`src/rtl/instr_seq_pkg.sv`:
```
// Shared definitions for the instruction sequencer: FSM states, instruction
// field positions, special encodings and the ALU op codes seen by the regfile/ALU.
package instr_seq_pkg;

  typedef logic [2:0] state_t;

  localparam state_t ST_IDLE   = 3'd0;
  localparam state_t ST_FETCH  = 3'd1;
  localparam state_t ST_DECODE = 3'd2;
  localparam state_t ST_EXEC   = 3'd3;
  localparam state_t ST_HALT   = 3'd4;

  localparam logic [15:0] HALT_WORD = 16'hFFFF;
  localparam logic [2:0]  OP_BZ     = 3'b111;

  localparam int unsigned I_BIT  = 15;
  localparam int unsigned OP_HI  = 14;
  localparam int unsigned OP_LO  = 12;
  localparam int unsigned RD_HI  = 11;
  localparam int unsigned RD_LO  = 8;
  localparam int unsigned RS_HI  = 3;
  localparam int unsigned RS_LO  = 0;
  localparam int unsigned IMM_HI = 7;
  localparam int unsigned IMM_LO = 0;

  localparam logic [3:0] ALU_ADD = 4'h0;
  localparam logic [3:0] ALU_SUB = 4'h1;
  localparam logic [3:0] ALU_AND = 4'h2;
  localparam logic [3:0] ALU_OR  = 4'h3;
  localparam logic [3:0] ALU_XOR = 4'h4;
  localparam logic [3:0] ALU_SHL = 4'h5;
  localparam logic [3:0] ALU_SHR = 4'h6;

  function automatic logic [15:0] sext8(input logic [7:0] v);
    return {{8{v[7]}}, v};
  endfunction

endpackage

```
`src/rtl/instr_decode.sv`:
```
// Combinational instruction decoder: splits a 16-bit word into control fields
// and flags the HALT and branch-if-zero encodings.
module instr_decode
  import instr_seq_pkg::*;
(
  input  logic [15:0] word_i,
  output logic [3:0]  rdest_o,
  output logic [3:0]  rsrc_o,
  output logic [3:0]  opcode_o,
  output logic [15:0] imm_o,
  output logic        imm_s_o,
  output logic        is_halt_o,
  output logic        is_bz_o
);

  logic imm_mode;

  assign imm_mode  = word_i[I_BIT];
  assign rdest_o   = word_i[RD_HI:RD_LO];
  // In immediate form the low nibble belongs to imm8, so no source register.
  assign rsrc_o    = imm_mode ? 4'd0 : word_i[RS_HI:RS_LO];
  assign opcode_o  = {1'b0, word_i[OP_HI:OP_LO]};
  assign imm_o     = imm_mode ? sext8(word_i[IMM_HI:IMM_LO]) : 16'd0;
  assign imm_s_o   = imm_mode;
  assign is_halt_o = (word_i == HALT_WORD);
  assign is_bz_o   = imm_mode && (word_i[OP_HI:OP_LO] == OP_BZ) && !is_halt_o;

endmodule

```
`src/rtl/instr_sequencer.sv`:
```
// Fetch/decode/execute sequencer driving the regfile/ALU from a 16-bit
// instruction memory, with branch-if-zero and a terminal HALT.
//   state  | meaning
//   IDLE   | waiting for Start after reset
//   FETCH  | ImemReq high at PC until ImemAck
//   DECODE | register control fields from the latched word
//   EXEC   | En pulse for ALU ops, PC update
//   HALT   | stopped until reset
module instr_sequencer
  import instr_seq_pkg::*;
#(
  parameter int ADDR_W = 8,
  parameter int ZBIT   = 1
) (
  input  logic              Clk,
  input  logic              Rst,
  input  logic              Start,
  output logic              ImemReq,
  output logic [ADDR_W-1:0] ImemAddr,
  input  logic              ImemAck,
  input  logic [15:0]       ImemData,
  input  logic [4:0]        Flags,
  output logic [3:0]        RdestRegLoc,
  output logic [3:0]        RsrcRegLoc,
  output logic [3:0]        OpCode,
  output logic [15:0]       Imm,
  output logic              Imm_s,
  output logic              En,
  output logic              Halted
);

  state_t            state_q, state_d;
  logic [ADDR_W-1:0] pc_q, pc_d;
  logic [15:0]       instr_q, instr_d;
  logic [3:0]        rdest_q, rdest_d, rsrc_q, rsrc_d, opcode_q, opcode_d;
  logic [15:0]       imm_q, imm_d;
  logic              imm_s_q, imm_s_d, bz_q, bz_d;

  logic [3:0]        dec_rdest, dec_rsrc, dec_opcode;
  logic [15:0]       dec_imm;
  logic              dec_imm_s, dec_halt, dec_bz;
  logic [ADDR_W-1:0] br_off;
  logic              flags_unused;

  instr_decode u_decode (
    .word_i    (instr_q),
    .rdest_o   (dec_rdest),
    .rsrc_o    (dec_rsrc),
    .opcode_o  (dec_opcode),
    .imm_o     (dec_imm),
    .imm_s_o   (dec_imm_s),
    .is_halt_o (dec_halt),
    .is_bz_o   (dec_bz)
  );

  // Branch offset is imm8 sign-extended (or truncated) to the PC width.
  assign br_off       = ADDR_W'($signed(instr_q[7:0]));
  assign flags_unused = ^Flags;

  always_comb begin
    state_d  = state_q;
    pc_d     = pc_q;
    instr_d  = instr_q;
    rdest_d  = rdest_q;
    rsrc_d   = rsrc_q;
    opcode_d = opcode_q;
    imm_d    = imm_q;
    imm_s_d  = imm_s_q;
    bz_d     = bz_q;
    case (state_q)
      ST_IDLE: if (Start) state_d = ST_FETCH;
      ST_FETCH: begin
        if (ImemAck) begin
          instr_d = ImemData;
          state_d = ST_DECODE;
        end
      end
      ST_DECODE: begin
        if (dec_halt) begin
          state_d = ST_HALT;
        end else begin
          rdest_d  = dec_rdest;
          rsrc_d   = dec_rsrc;
          opcode_d = dec_opcode;
          imm_d    = dec_imm;
          imm_s_d  = dec_imm_s;
          bz_d     = dec_bz;
          state_d  = ST_EXEC;
        end
      end
      ST_EXEC: begin
        pc_d    = (bz_q && Flags[ZBIT]) ? pc_q + br_off : pc_q + ADDR_W'(1);
        state_d = ST_FETCH;
      end
      ST_HALT: state_d = ST_HALT;
      default: state_d = ST_IDLE;
    endcase
  end

  always_ff @(posedge Clk or negedge Rst) begin
    if (!Rst) begin
      state_q  <= ST_IDLE;
      pc_q     <= '0;
      instr_q  <= '0;
      rdest_q  <= '0;
      rsrc_q   <= '0;
      opcode_q <= '0;
      imm_q    <= '0;
      imm_s_q  <= 1'b0;
      bz_q     <= 1'b0;
    end else begin
      state_q  <= state_d;
      pc_q     <= pc_d;
      instr_q  <= instr_d;
      rdest_q  <= rdest_d;
      rsrc_q   <= rsrc_d;
      opcode_q <= opcode_d;
      imm_q    <= imm_d;
      imm_s_q  <= imm_s_d;
      bz_q     <= bz_d;
    end
  end

  // Status outputs decode straight from the state register so reset clears them at once.
  assign ImemReq     = (state_q == ST_FETCH);
  assign ImemAddr    = pc_q;
  assign En          = (state_q == ST_EXEC) && !bz_q;
  assign Halted      = (state_q == ST_HALT);
  assign RdestRegLoc = rdest_q;
  assign RsrcRegLoc  = rsrc_q;
  assign OpCode      = opcode_q;
  assign Imm         = imm_q;
  assign Imm_s       = imm_s_q;

endmodule
```
`config.mk`:
```
export PLATFORM = sky130hd
export DESIGN_NAME = instr_sequencer
export DESIGN_NICKNAME = d
export VERILOG_FILES = /design/src/rtl/instr_seq_pkg.sv /design/src/rtl/instr_decode.sv /design/src/rtl/instr_sequencer.sv
export SDC_FILE = /design/constraint.sdc
export NUM_CORES = 1
export LEC_CHECK = 0
export CORE_ASPECT_RATIO = 0.5
export CORE_UTILIZATION = 45
export CTS_BUF_LIST = sky130_fd_sc_hd__clkbuf_16
export DETAILED_ROUTE_END_ITERATION = 6
export MAX_ROUTING_LAYER = met4
export PLACE_DENSITY = 0.76
export SLEW_MARGIN = 10
export SYNTH_ARGS = -nofsm -noshare
export SYNTH_HDL_FRONTEND = slang
export SYNTH_HIERARCHICAL = 1
export SYNTH_SLANG_ARGS = --single-unit
```
`constraint.sdc`:
```
create_clock -name Clk -period 2.04 [get_ports Clk]
set_input_delay 0.306 -clock Clk [delete_from_list [all_inputs] [get_ports Clk]]
set_output_delay 0.306 -clock Clk [all_outputs]
set_load 0.01 [all_outputs]
```
==> impl_metrics.csv <==
group,metric,value,unit
run_status,status,"complete, but fails checks",
run_status,failed_checks,"setup timing",
min_path,hp-class,"primary input to async pin",
yosys,netlist_area,2780,um^2
grt,grt.overflow.total,0,
floorplan,dieWidth,113,um
timing,fin_crit_sh,106,%
timing,slew_headroom,52.0,%
route,via_per_inst,5.13,
floorplan,io_pins,65,
critical_path,path_max_fanout,4,
final_layout,fin_nets,335,
route,num_vias,1948,
place,portBuffers,60,
grt,grt_pass1_wl,10.0,mm
cts,clock-sinks,57,
floorplan,dieArea,6510,um^2
critical_path,cp_data_arrival_time,2370,ps
final_layout,antenna_cells,0,
grt,grt_usage,21.5,%
timing,fmax,0.463,GHz
critical_path,critPathRequiredTime,2250,ps
cts,ctsHoldBuffers,0,
yosys,avgSynthCellArea,12.4,um^2
timing,fin_crit,2160,ps
route,drc,0,
critical_path,end_kind,"flip-flop",
place,dp_hpwl,4.30,mm
cts,clock_path_buffers,2,
final_layout,utilization,70.4,%
timing,tns,-161,ps
critical_path,ff2ff_path_depth,8,
yosys,syn_nets,257,
place,gp_congestion,0.825,
power_and_ir_drop,p_sw,2020,uW
yosys,synth_cell_types,43,
power_and_ir_drop,p_int,4380,uW
yosys,synth_warnings,6,
power_and_ir_drop,p_leak,0.00176,uW
cts,cts_max_level,3,
grt,grt_max_degree,58,
yosys,ys_ff_latch,57,
route,wl_met3,302,um
cts,clock_latency,330,ps
grt,antenna_found_initial,0,
yosys,async_flop_share,100,%
route,wl_met2,3.09,mm
floorplan,start_util,48.7,%
critical_path,critical_path_class,"flip-flop to flip-flop",
yosys,synthCells,224,
cts,cts.reportedPaths.clkPinSlew,50,ps
timing,worst_pin_slew,721,ps
power_and_ir_drop,p_per_area,1590,nW/um^2
floorplan,die_y,57.6,um
critical_path,ff2ff_setup_slack,-120,ps
final_layout,layout_commonest_cell,"clkdlybuf4s50_1",
timing,layout_setup_ws,-118,ps
timing,rsz0062_at_grt,"yes",
grt,grt_pass1_vias,2015,
route,top_layer_used,"met4",
cts,root_buffer,"clkbuf_16",
timing,drv_slew,0,
route,drt_iter0_drc,105,
route,dr.pass1.iters,4,
route,drt-total-wl,6.24,mm
route,wl_met1,2.77,mm
route,ant_nets,0,
route,wl_per_cell,16.4,um
power_and_ir_drop,combPwrFrac,43.7,%
critical_path,start_kind,"flip-flop",
yosys,yosys_most_used_dff,"dfrtp_1",
cts,cts_buffers,9,
power_and_ir_drop,p_sw_share,31.6,%
cts,cts_tree,"yes",
power_and_ir_drop,seq_power_share,32.0,%
yosys,ys_seq_area_share,51.4,%
flow_run,drv_cap,0,
timing,finClkSkew,7.30,ps
floorplan,coreArea,5710,um^2
yosys,synth-edff-count,0,
final_layout,layout_common_cells,"clkdlybuf4s50_1 (57), dfrtp_1 (54), mux2_2 (42)",
final_layout,area_growth,44.6,%
timing,setup_viol,2,
timing,finalHoldViolations,0,
floorplan,rows,19,
power_and_ir_drop,power.share.clock,24.3,%
power_and_ir_drop,irDropWorstVdd,0.000770,V
final_layout,drive_gt1_share,39.4,%
sequential cells by signal (all words and copies together), names as in the netlist:
register and flops:
bz_q 1, Imm 16, Imm_s 1, instr_q 16, ImemAddr 8, state_q 3, RdestRegLoc 4, RsrcRegLoc 4
OpCode 4
area by class of cell:
cell class | instances | area, um^2
repair buffers | 91 | 840
multi-input cells | 139 | 1330
well taps | 73 | 91.3
clock buffers | 9 | 225
clock inverters | 7 | 87.6
fillers | 396 | 1690
inverters | 4 | 15.0
flip-flops and latches | 57 | 1430
power groups by stage:
stage	Sequential [uW]	Combinational, uW	Clock (uW)
3_5_place_dp	2070	2600	0
3_3_place_gp	2040	2520	0
2_1_floorplan	2140	1450	0
6_report	2050	2790	1560
5_1_grt	2120	3010	1650
4_1_cts	2070	2660	1590
worst max-delay path, cell delays in order (launching register included):
cell,delay [ps]
dfrtp_2,400
buf_2,150
and3_4,180
ha_4,270
nand3_1,70
or3_4,390
nand3_2,80
or3b_4,370
xnor2_1,130
cells in the mapped netlist, types with 2 or more instances:
cell	n	share of area (%)
a21oi_1	7	1.3
o21a_1	3	0.81
nand3_1	4	0.72
ha_1	7	3.2
xor2_1	3	0.95
nand4_1	3	0.68
and3_1	5	1.1
and2b_1	2	0.54
nor2_1	6	0.81
nand2_1	7	0.95
nor2b_1	3	0.68
nor3_1	2	0.36
o21ai_0	5	0.90
a211oi_1	3	0.81
nand3b_1	2	0.54
mux2_1	5	2.0
mux2_2	42	17
inv_1	4	0.54
buf_4	21	5.7
dfrtp_1	57	51
a21o_1	2	0.54
clkbuf_1	2	0.27
o31a_1	2	0.63
and2_1	8	1.8
worst paths after layout:
kind                                     start                       to
max                           bz_q$_DFFE_PN0P_  ImemAddr[7]$_DFFE_PN0N_
min                                        Rst       Imm[7]$_DFFE_PN0P_
max reg2reg                   bz_q$_DFFE_PN0P_  ImemAddr[7]$_DFFE_PN0N_
min reg2reg                Imm[15]$_DFFE_PN0P_      Imm[15]$_DFFE_PN0P_
max in group asynchronous                  Rst         bz_q$_DFFE_PN0P_
min in group Clk           Imm[15]$_DFFE_PN0P_      Imm[15]$_DFFE_PN0P_
per-stage QoR:
| step | worst slack [ps] | instance area [um^2] | total power (uW) | hold WS, ps | instances |
|---|---|---|---|---|---|
| floorplan | 5.93 | 2860 | 3590 | 10.4 | 224 |
| global placement | -454 | 3580 | 4560 | 467 | 359 |
| detailed placement | -522 | 3580 | 4670 | 475 | 359 |
| CTS | -61.0 | 3930 | 6320 | 146 | 376 |
| global route | -202 | 4020 | 6780 | 170 | 380 |
| finish | -118 | 4020 | 6400 | 111 | 380 |
logic make-up after synthesis:
logic type | after synthesis | share of synthesized area (%)
xor+xnor | 4 | 1.26
buf+inv | 28 | 6.67
mux | 47 | 19.1
compound gates | 26 | 5.99
simple gates | 53 | 11.7
flops | 57 | 51.4
other cells | 1 | 0.135
fa+ha+maj | 8 | 3.87
metal layers:
layer | vias up | track usage [%]
li1 | 930 | -
met1 | 967 | 26.5
met4 | 0 | 5.83
met3 | 10 | 8.61
met5 | - | -
met2 | 41 | 33.2
repair_timing:
item,in CTS,in global routing
pin swaps,0,5
endpoints found under the setup margin,4,8
gates resized for setup,10,16
buffers inserted,1,5
Note: power is estimated with default switching activity, not from simulation.
